==> src/rtl/pulse_sync_pkg.sv <==
// ---------------------------------------------------------------------------
// pulse_sync_pkg
// Shared definitions for the pulse event accumulator:
//   - evt_state_e : report FSM states (IDLE / ACC / SEND)
//   - DEF_*       : default parameter values for pulse_evt_acc
//   - TS_WIDTH    : width of the optional report timestamp
//   - timer_width : width needed by the idle timer to hold FLUSH_TIMEOUT
// ---------------------------------------------------------------------------
package pulse_sync_pkg;

   typedef enum logic [1:0] {
      IDLE = 2'd0,   // accumulator empty, no report pending
      ACC  = 2'd1,   // accumulator non-empty, no report pending
      SEND = 2'd2    // report pending on the output slot
   } evt_state_e;

   localparam int DEF_CNT_WIDTH     = 8;
   localparam int DEF_BATCH_SIZE    = 4;
   localparam int DEF_FLUSH_TIMEOUT = 16;
   localparam int TS_WIDTH          = 16;

   // Bits needed to count 0..ft inclusive (ft is at least 1).
   function automatic int timer_width(input int ft);
      return (ft < 2) ? 1 : $clog2(ft + 1);
   endfunction

endpackage

==> src/rtl/pulse_evt_acc_if.sv <==
// ---------------------------------------------------------------------------
// pulse_evt_acc_if
// Batch report channel (valid/ready) of pulse_evt_acc.
//   cnt_valid : report valid            (master -> slave)
//   cnt_ready : consumer accepts report (slave -> master)
//   cnt_data  : event count of the batch (master -> slave)
//   cnt_ts    : capture timestamp, only with PULSE_EVT_ACC_TIMESTAMP_EN
// Optional feature macro: PULSE_EVT_ACC_TIMESTAMP_EN
// ---------------------------------------------------------------------------
interface pulse_evt_acc_if
   import pulse_sync_pkg::*;
#(
   parameter int CNT_WIDTH = DEF_CNT_WIDTH
);
   logic                 cnt_valid;
   logic                 cnt_ready;
   logic [CNT_WIDTH-1:0] cnt_data;
`ifdef PULSE_EVT_ACC_TIMESTAMP_EN
   logic [TS_WIDTH-1:0]  cnt_ts;

   modport master (output cnt_valid, output cnt_data, output cnt_ts, input cnt_ready);
   modport slave  (input cnt_valid, input cnt_data, input cnt_ts, output cnt_ready);
`else
   modport master (output cnt_valid, output cnt_data, input cnt_ready);
   modport slave  (input cnt_valid, input cnt_data, output cnt_ready);
`endif
endinterface

==> src/rtl/pulse_evt_idle_tmr.sv <==
// ---------------------------------------------------------------------------
// pulse_evt_idle_tmr
// Counts consecutive idle cycles while the accumulator holds events and
// flags a flush timeout once the count reaches FLUSH_TIMEOUT.
// Ports:
//   clk_i, rst_ni : clock, asynchronous active-low reset
//   clear_i       : synchronous clear of the timer
//   load_i        : a report is being loaded this cycle (timer restarts)
//   evt_i         : event this cycle (timer restarts)
//   acc_zero_i    : accumulator is empty (timer held at zero)
//   timeout_o     : idle count saturated and accumulator non-empty
// ---------------------------------------------------------------------------
module pulse_evt_idle_tmr
   import pulse_sync_pkg::*;
#(
   parameter int FLUSH_TIMEOUT = DEF_FLUSH_TIMEOUT
) (
   input  logic clk_i,
   input  logic rst_ni,
   input  logic clear_i,
   input  logic load_i,
   input  logic evt_i,
   input  logic acc_zero_i,
   output logic timeout_o
);
   localparam int           TW  = timer_width(FLUSH_TIMEOUT);
   localparam logic [TW-1:0] TMO = TW'(FLUSH_TIMEOUT);

   logic [TW-1:0] idle_q;
   logic [TW-1:0] idle_d;

   // Next idle count: restart on activity/empty, otherwise count up and saturate.
   always_comb begin
      idle_d = idle_q;
      if (clear_i || load_i || evt_i || acc_zero_i) begin
         idle_d = {TW{1'b0}};
      end else if (idle_q != TMO) begin
         idle_d = idle_q + TW'(1);
      end else begin
         idle_d = idle_q;
      end
   end

   // Idle count register.
   always_ff @(posedge clk_i or negedge rst_ni) begin
      if (!rst_ni) begin
         idle_q <= {TW{1'b0}};
      end else begin
         idle_q <= idle_d;
      end
   end

   assign timeout_o = (idle_q == TMO) && !acc_zero_i;

endmodule

==> src/rtl/pulse_evt_acc.sv <==
// ---------------------------------------------------------------------------
// pulse_evt_acc
// Counts event cycles and reports them in batches over a valid/ready slot.
// A report is loaded when the running count reaches BATCH_SIZE or when a
// partial batch has been idle for FLUSH_TIMEOUT cycles. Counting continues
// while a report waits; the accumulator saturates and sets a sticky flag.
// Ports:
//   clk_out  : clock
//   resetn   : asynchronous active-low reset
//   evt_in   : event level, one event per high cycle
//   clear    : synchronous clear of accumulator, idle timer and overflow
//   cnt_if   : report channel (cnt_valid, cnt_ready, cnt_data[, cnt_ts])
//   overflow : sticky saturation flag
// Optional feature macro: PULSE_EVT_ACC_TIMESTAMP_EN adds cnt_ts, the value
// of a free-running 16-bit cycle counter captured with each report.
// ---------------------------------------------------------------------------
module pulse_evt_acc
   import pulse_sync_pkg::*;
#(
   parameter int CNT_WIDTH     = DEF_CNT_WIDTH,
   parameter int BATCH_SIZE    = DEF_BATCH_SIZE,
   parameter int FLUSH_TIMEOUT = DEF_FLUSH_TIMEOUT
) (
   input  logic             clk_out,
   input  logic             resetn,
   input  logic             evt_in,
   input  logic             clear,
   pulse_evt_acc_if.master  cnt_if,
   output logic             overflow
);
   localparam logic [CNT_WIDTH-1:0] ACC_MAX = {CNT_WIDTH{1'b1}};
   localparam logic [CNT_WIDTH-1:0] BATCH   = CNT_WIDTH'(BATCH_SIZE);

   evt_state_e           state_q, state_d;
   logic [CNT_WIDTH-1:0] acc_q, acc_d;
   logic [CNT_WIDTH-1:0] data_q, data_d;
   logic                 valid_q, valid_d;
   logic                 ovf_q, ovf_d;

   logic [CNT_WIDTH-1:0] acc_next_s;
   logic                 sat_try_s;
   logic                 timeout_s;
   logic                 trigger_s;
   logic                 handshake_s;
   logic                 slot_free_s;
   logic                 load_s;

   assign sat_try_s   = evt_in && (acc_q == ACC_MAX);
   assign acc_next_s  = sat_try_s ? acc_q : (acc_q + CNT_WIDTH'(evt_in));
   assign trigger_s   = (acc_next_s >= BATCH) || timeout_s;
   assign handshake_s = valid_q && cnt_if.cnt_ready;
   assign slot_free_s = !valid_q || cnt_if.cnt_ready;
   // clear wins over a trigger in the same cycle: nothing new is loaded.
   assign load_s      = trigger_s && slot_free_s && !clear;

   pulse_evt_idle_tmr #(
      .FLUSH_TIMEOUT (FLUSH_TIMEOUT)
   ) u_idle_tmr (
      .clk_i      (clk_out),
      .rst_ni     (resetn),
      .clear_i    (clear),
      .load_i     (load_s),
      .evt_i      (evt_in),
      .acc_zero_i (acc_q == {CNT_WIDTH{1'b0}}),
      .timeout_o  (timeout_s)
   );

   // Next-state and datapath: accumulator, report slot, overflow, FSM.
   always_comb begin
      state_d = state_q;
      acc_d   = acc_next_s;
      data_d  = data_q;
      ovf_d   = ovf_q | sat_try_s;

      if (clear) begin
         acc_d = {CNT_WIDTH{1'b0}};
         ovf_d = 1'b0;
      end else if (load_s) begin
         acc_d  = {CNT_WIDTH{1'b0}};
         data_d = acc_next_s;
      end else begin
         acc_d = acc_next_s;
      end

      case (state_q)
         IDLE: begin
            if (load_s) begin
               state_d = SEND;
            end else if (acc_d != {CNT_WIDTH{1'b0}}) begin
               state_d = ACC;
            end else begin
               state_d = IDLE;
            end
         end
         ACC: begin
            if (load_s) begin
               state_d = SEND;
            end else if (acc_d == {CNT_WIDTH{1'b0}}) begin
               state_d = IDLE;
            end else begin
               state_d = ACC;
            end
         end
         SEND: begin
            // A pending report only leaves SEND through a handshake;
            // a handshake with a fresh trigger reloads back-to-back.
            if (load_s) begin
               state_d = SEND;
            end else if (handshake_s) begin
               state_d = (acc_d == {CNT_WIDTH{1'b0}}) ? IDLE : ACC;
            end else begin
               state_d = SEND;
            end
         end
         default: begin
            state_d = IDLE;
         end
      endcase

      valid_d = (state_d == SEND);
   end

   // State and datapath registers.
   always_ff @(posedge clk_out or negedge resetn) begin
      if (!resetn) begin
         state_q <= IDLE;
         acc_q   <= {CNT_WIDTH{1'b0}};
         data_q  <= {CNT_WIDTH{1'b0}};
         valid_q <= 1'b0;
         ovf_q   <= 1'b0;
      end else begin
         state_q <= state_d;
         acc_q   <= acc_d;
         data_q  <= data_d;
         valid_q <= valid_d;
         ovf_q   <= ovf_d;
      end
   end

   assign cnt_if.cnt_valid = valid_q;
   assign cnt_if.cnt_data  = data_q;
   assign overflow         = ovf_q;

`ifdef PULSE_EVT_ACC_TIMESTAMP_EN
   logic [TS_WIDTH-1:0] ts_cnt_q;
   logic [TS_WIDTH-1:0] cnt_ts_q;

   // Free-running cycle counter, sampled into the report alongside cnt_data.
   always_ff @(posedge clk_out or negedge resetn) begin
      if (!resetn) begin
         ts_cnt_q <= {TS_WIDTH{1'b0}};
         cnt_ts_q <= {TS_WIDTH{1'b0}};
      end else begin
         ts_cnt_q <= ts_cnt_q + TS_WIDTH'(1);
         if (load_s) begin
            cnt_ts_q <= ts_cnt_q;
         end else begin
            cnt_ts_q <= cnt_ts_q;
         end
      end
   end

   assign cnt_if.cnt_ts = cnt_ts_q;
`endif

endmodule

==> src/flat_wrapper.sv <==
// flat-port wrapper written by rule: the top's interface ports become plain ports
module pulse_evt_acc_flat import pulse_sync_pkg::*;
#(
   parameter int CNT_WIDTH     = DEF_CNT_WIDTH,
   parameter int BATCH_SIZE    = DEF_BATCH_SIZE,
   parameter int FLUSH_TIMEOUT = DEF_FLUSH_TIMEOUT
)
  (clk_out, resetn, evt_in, clear, overflow, cnt_if_cnt_valid, cnt_if_cnt_data, cnt_if_cnt_ready);
  pulse_evt_acc_if #(.CNT_WIDTH(CNT_WIDTH)) cnt_if_i ();
  input  logic clk_out;
  input  logic resetn;
  input  logic evt_in;
  input  logic clear;
  output logic overflow;
  output wire logic [$bits(cnt_if_i.cnt_valid)-1:0] cnt_if_cnt_valid;
  output wire logic [$bits(cnt_if_i.cnt_data)-1:0] cnt_if_cnt_data;
  input wire logic [$bits(cnt_if_i.cnt_ready)-1:0] cnt_if_cnt_ready;
  assign cnt_if_cnt_valid = cnt_if_i.cnt_valid;
  assign cnt_if_cnt_data = cnt_if_i.cnt_data;
  assign cnt_if_i.cnt_ready = cnt_if_cnt_ready;
  pulse_evt_acc #(.CNT_WIDTH(CNT_WIDTH), .BATCH_SIZE(BATCH_SIZE), .FLUSH_TIMEOUT(FLUSH_TIMEOUT)) u_core (.clk_out(clk_out), .resetn(resetn), .evt_in(evt_in), .clear(clear), .cnt_if(cnt_if_i), .overflow(overflow));
endmodule
==> config.mk <==
export PLATFORM = sky130hd
export DESIGN_NAME = pulse_evt_acc_flat
export DESIGN_NICKNAME = d
export VERILOG_FILES = /design/src/rtl/pulse_sync_pkg.sv /design/src/rtl/pulse_evt_acc_if.sv /design/src/rtl/pulse_evt_idle_tmr.sv /design/src/rtl/pulse_evt_acc.sv /design/src/flat_wrapper.sv
export SDC_FILE = /design/constraint.sdc
export NUM_CORES = 1
export LEC_CHECK = 0
export CAP_MARGIN = 10
export CORE_AREA = 2 2 54 56
export CTS_CLUSTER_DIAMETER = 200
export DETAILED_ROUTE_END_ITERATION = 8
export DIE_AREA = 0 0 56 58
export PLACE_DENSITY_LB_ADDON = 0.3
export SETUP_SLACK_MARGIN = 0.1
export SLEW_MARGIN = 20
export SYNTH_ARGS = -nofsm -noshare
export SYNTH_HDL_FRONTEND = slang
export SYNTH_SLANG_ARGS = --single-unit
==> constraint.sdc <==
create_clock -name clk_out -period 2.96 [get_ports clk_out]
set_input_delay 0.444 -clock clk_out [delete_from_list [all_inputs] [get_ports clk_out]]
set_output_delay 0.444 -clock clk_out [all_outputs]
set_load 0.005 [all_outputs]
==> metrics list <==
* Run status: completed
- Measured against its own limit, the worst slew margin works out to 0.696.
- Final period demand of the worst path: around 2.7 ns
- In the routed design, unresolved DRC markers number 0.
* Pin count of the biggest net entering global routing: 26
- Buffer type at the clock tree root: sky130_fd_sc_hd__clkbuf_4
* Source-to-sink clock delay at the later pin of the worst-skew pair: around 0.32 ns
- After detailed routing, the average wire length per cell comes to roughly 14 um.
- Dividing the detail-routed via count by the number of cells gives just under 6.
- Total routing resource utilization after global routing: 0.177
* Hold_buf cts: 0
* Max-cap viol count: 0
* Type of the worst setup path: in2reg
- At the worst endpoint, the required time is between 3 and 4 ns.
- Number of antenna violations at the first check in global routing: 0
- Synthesis inferred 25 register bits.
* FF-to-FF setup slack: between 0.4 and 0.5 ns
* Ranking of synthesized cells by area: sky130_fd_sc_hd__dfrtp_1 (45%), sky130_fd_sc_hd__ha_1 (3.6%), sky130_fd_sc_hd__mux2i_1 (3.6%)
- Max H-tree Level: 1
- Clock-pin slew was measured on the worst setup and hold paths at around 0.14 ns.
* Total count of hold-check failures in the final report: 0
- Setup TNS: 0 ns
- Pins Over Slew Limit: 0
- Syn_area_per_cell: between 10 and 15 sq um
- Once the clock tree was built, the resizer swapped 0 gates to a different size.
- Number of top-level pins: 15
- At the end of routability-driven placement, the weighted congestion stood at between 0.9 and 1.
* Library cells used by synthesis: between 40 and 50
- Setup violations remaining at the end of the flow were counted as 0.
- TritonCTS built the clock tree.
- The worst register-to-register path begins at u_core.acc_q[0].
- At the pin with the least slew margin, the transition time is between 0.4 and 0.5 ns.
- EDFF count, synth: 0
- Overflow after GRT: 0
* Area of the core: between 0.002 and 0.003 sq mm
- The min-delay analysis places its worst path in the category in2async.
- Max Clock Skew: slightly above 0.007 ns
* Initial core utilization: 0.519
* Initial drt markers: 21
- For this run, the post-layout net count is 168.
- Die boundary width: 56 um
- Yosys instantiated no cell more often than sky130_fd_sc_hd__dfrtp_1.
- Standby leakage power: 0.685 nW
* Syn-to-layout area delta: 17.9%
- Height of the chip: ~58 um
* Period utilization: 0.897
- Net count after synthesis: 144
- In this run the tool buffered the top-level ports with 14 buffer cells.
* Peak fanout along the critical path: 7
* Share of the yosys chip area belonging to registers: 0.453
* Final core area utilization: 0.612
* Data arrival at the endpoint of the critical path: ~2.9 ns
- For this run, the leading register cell type out of synthesis is sky130_fd_sc_hd__dfrtp_1.
- The worst setup path is captured at a register.
- Clock sink total: 25
- The first global-routing pass estimated 4550 um of wire.
* Bufs on Longest Clock Path: 2
- Overall die area: roughly 0.0032 sq mm
- Synthesized instance count: roughly 140
- Number of nets still failing antenna checks after routing: 0
- Leading cell types by count after synthesis: sky130_fd_sc_hd__dfrtp_1 (25), sky130_fd_sc_hd__nor2_1 (13), sky130_fd_sc_hd__nand2_1 (11), sky130_fd_sc_hd__inv_1 (10), sky130_fd_sc_hd__nor3_1 (8)
* Power per unit of standard cell area: between 400 and 500 mW/mm^2
* Synthesized cell area: between 0.001 and 0.0015 sq mm
- Detailed placement finished with a half-perimeter wire length of 2110 um.
* Element type at the critical path start: primary input
* Via count of the routed design: approximately 1100
- The first detailed-routing pass took 4 iterations.
- Across the VDD grid, the largest voltage drop is 436 uV.
- Post-CTS setup-driven buffer insertion count: 0
- The synthesized design spends more area on one cell type than any other, namely sky130_fd_sc_hd__dfrtp_1.
- Max Fclk: 0.377 GHz
- Post-Route WL: roughly 2700 um
- Of the cells placed in the final design, the portion with a size suffix greater than 1 is 0.171.
- TritonCTS created 3 clock buffers.
* Via count of the first global-routing pass: roughly 1000
- RSZ-0062 raised after global routing: no
- Yosys warning total: 0
- Origin of the worst setup path: evt_in
* Area share of the leading cell type in the synthesized netlist: 0.453
- Async S/R FF share, synth: 1.00
- In this run the core area contains 19 standard-cell rows.
- The repair_antennas step left the layout with diodes totalling 0.
-- per-stage QoR --
| step | power (mW) | cell area (sq um) | hold slack, ns | cells | setup WS, ns |
|---|---|---|---|---|---|
| global route | 0.848 | 1630 | 0.497 | 189 | 0.169 |
| finish | 0.800 | 1630 | 0.461 | 189 | 0.305 |
| floorplan | 0.534 | 1380 | 0.148 | 135 | 0.598 |
| global placement | 0.652 | 1600 | 0.490 | 185 | 0.0519 |
| detailed placement | 0.657 | 1600 | 0.511 | 185 | 0.00370 |
| CTS | 0.807 | 1630 | 0.463 | 189 | 0.336 |
-- placed cells by master (no fill, tap or decap), types with 3 or more instances in the layout --
master	count
sky130_fd_sc_hd__nor3_1	8
sky130_fd_sc_hd__inv_1	10
sky130_fd_sc_hd__o21ai_0	6
sky130_fd_sc_hd__dfrtp_1	25
sky130_fd_sc_hd__ha_1	4
sky130_fd_sc_hd__clkbuf_4	3
sky130_fd_sc_hd__nand2b_1	3
sky130_fd_sc_hd__a21oi_1	4
sky130_fd_sc_hd__nand3_1	7
sky130_fd_sc_hd__nor2_1	13
sky130_fd_sc_hd__clkdlybuf4s50_1	14
sky130_fd_sc_hd__nand2_1	11
sky130_fd_sc_hd__mux2i_1	5
sky130_fd_sc_hd__buf_4	6
-- per-layer routing --
| metal | up-vias | GRT usage | part of all wire | routed length, um |
|---|---|---|---|---|
| li1 | 542 | - | - | - |
| met1 | 522 | 0.250 | 0.48 | 1320 |
| met2 | 21 | 0.274 | 0.47 | 1300 |
| met3 | 4 | 0.0335 | 0.031 | 84 |
| met4 | 0 | 0.0680 | 0.013 | 35 |
| met5 | - | 0 | 0 | 0 |
-- worst max-delay path, cell delays in order --
cell and delay (ns):
sky130_fd_sc_hd__clkdlybuf4s50_1 0.50, sky130_fd_sc_hd__ha_1 0.23, sky130_fd_sc_hd__ha_1 0.24, sky130_fd_sc_hd__nand3_1 0.12
sky130_fd_sc_hd__o32a_2 0.42, sky130_fd_sc_hd__nor3_4 0.32, sky130_fd_sc_hd__a31oi_4 0.21, sky130_fd_sc_hd__buf_4 0.20
sky130_fd_sc_hd__nor3b_1 0.19
-- path summary, 6_finish.rpt --
kind                                             endpoint  depth (start not counted)
worst max-delay path                      u_core.acc_q[5]                          9
worst max register to register            u_core.acc_q[5]                          8
max in group asynchronous                 u_core.acc_q[6]                          2
min in group clk_out            u_core.cnt_if.cnt_data[2]                          2
worst min-delay path            u_core.cnt_if.cnt_data[7]                          2
worst min register to register  u_core.cnt_if.cnt_data[2]                          2
-- flip-flops by register name, indices dropped and copies added, names as in the netlist --
| name | flops |
|---|---|
| u_core.cnt_if.cnt_data | 8 |
| u_core.state_q | 2 |
| u_core.u_idle_tmr.idle_q | 5 |
| u_core.overflow | 1 |
| u_core.cnt_if.cnt_valid | 1 |
| u_core.acc_q | 8 |
-- power by group --
group	leakage (nW)	total, mW	switching (mW)	internal (mW)
combinational	0.335	0.214	0.0896	0.125
clock	0.0177	0.152	0.101	0.0506
sequential	0.332	0.434	0.0387	0.395
total	0.685	0.800	0.229	0.571
-- final cells by class --
cell class	instances	area (sq um)
Multi-Input combinational cell	99	714
Sequential cell	25	626
Timing Repair Buffer	20	185
Clock inverter	1	5.00
Fill cell	227	1030
Inverter	10	37.5
Tap cell	31	38.8
Clock buffer	3	22.5
-- logic make-up (layout without fill, tap and decap cells) --
kind of cell / after synthesis / count (layout) / synth area share
compound gates: 23 / 23 / 0.152
flops: 25 / 25 / 0.453
simple gates: 62 / 62 / 0.256
buf+inv: 11 / 34 / 0.0299
xor+xnor: 4 / 4 / 0.0254
fa+ha+maj: 4 / 4 / 0.0362
mux: 6 / 6 / 0.0471
No activity file was read; power rests on OpenSTA's default activity.
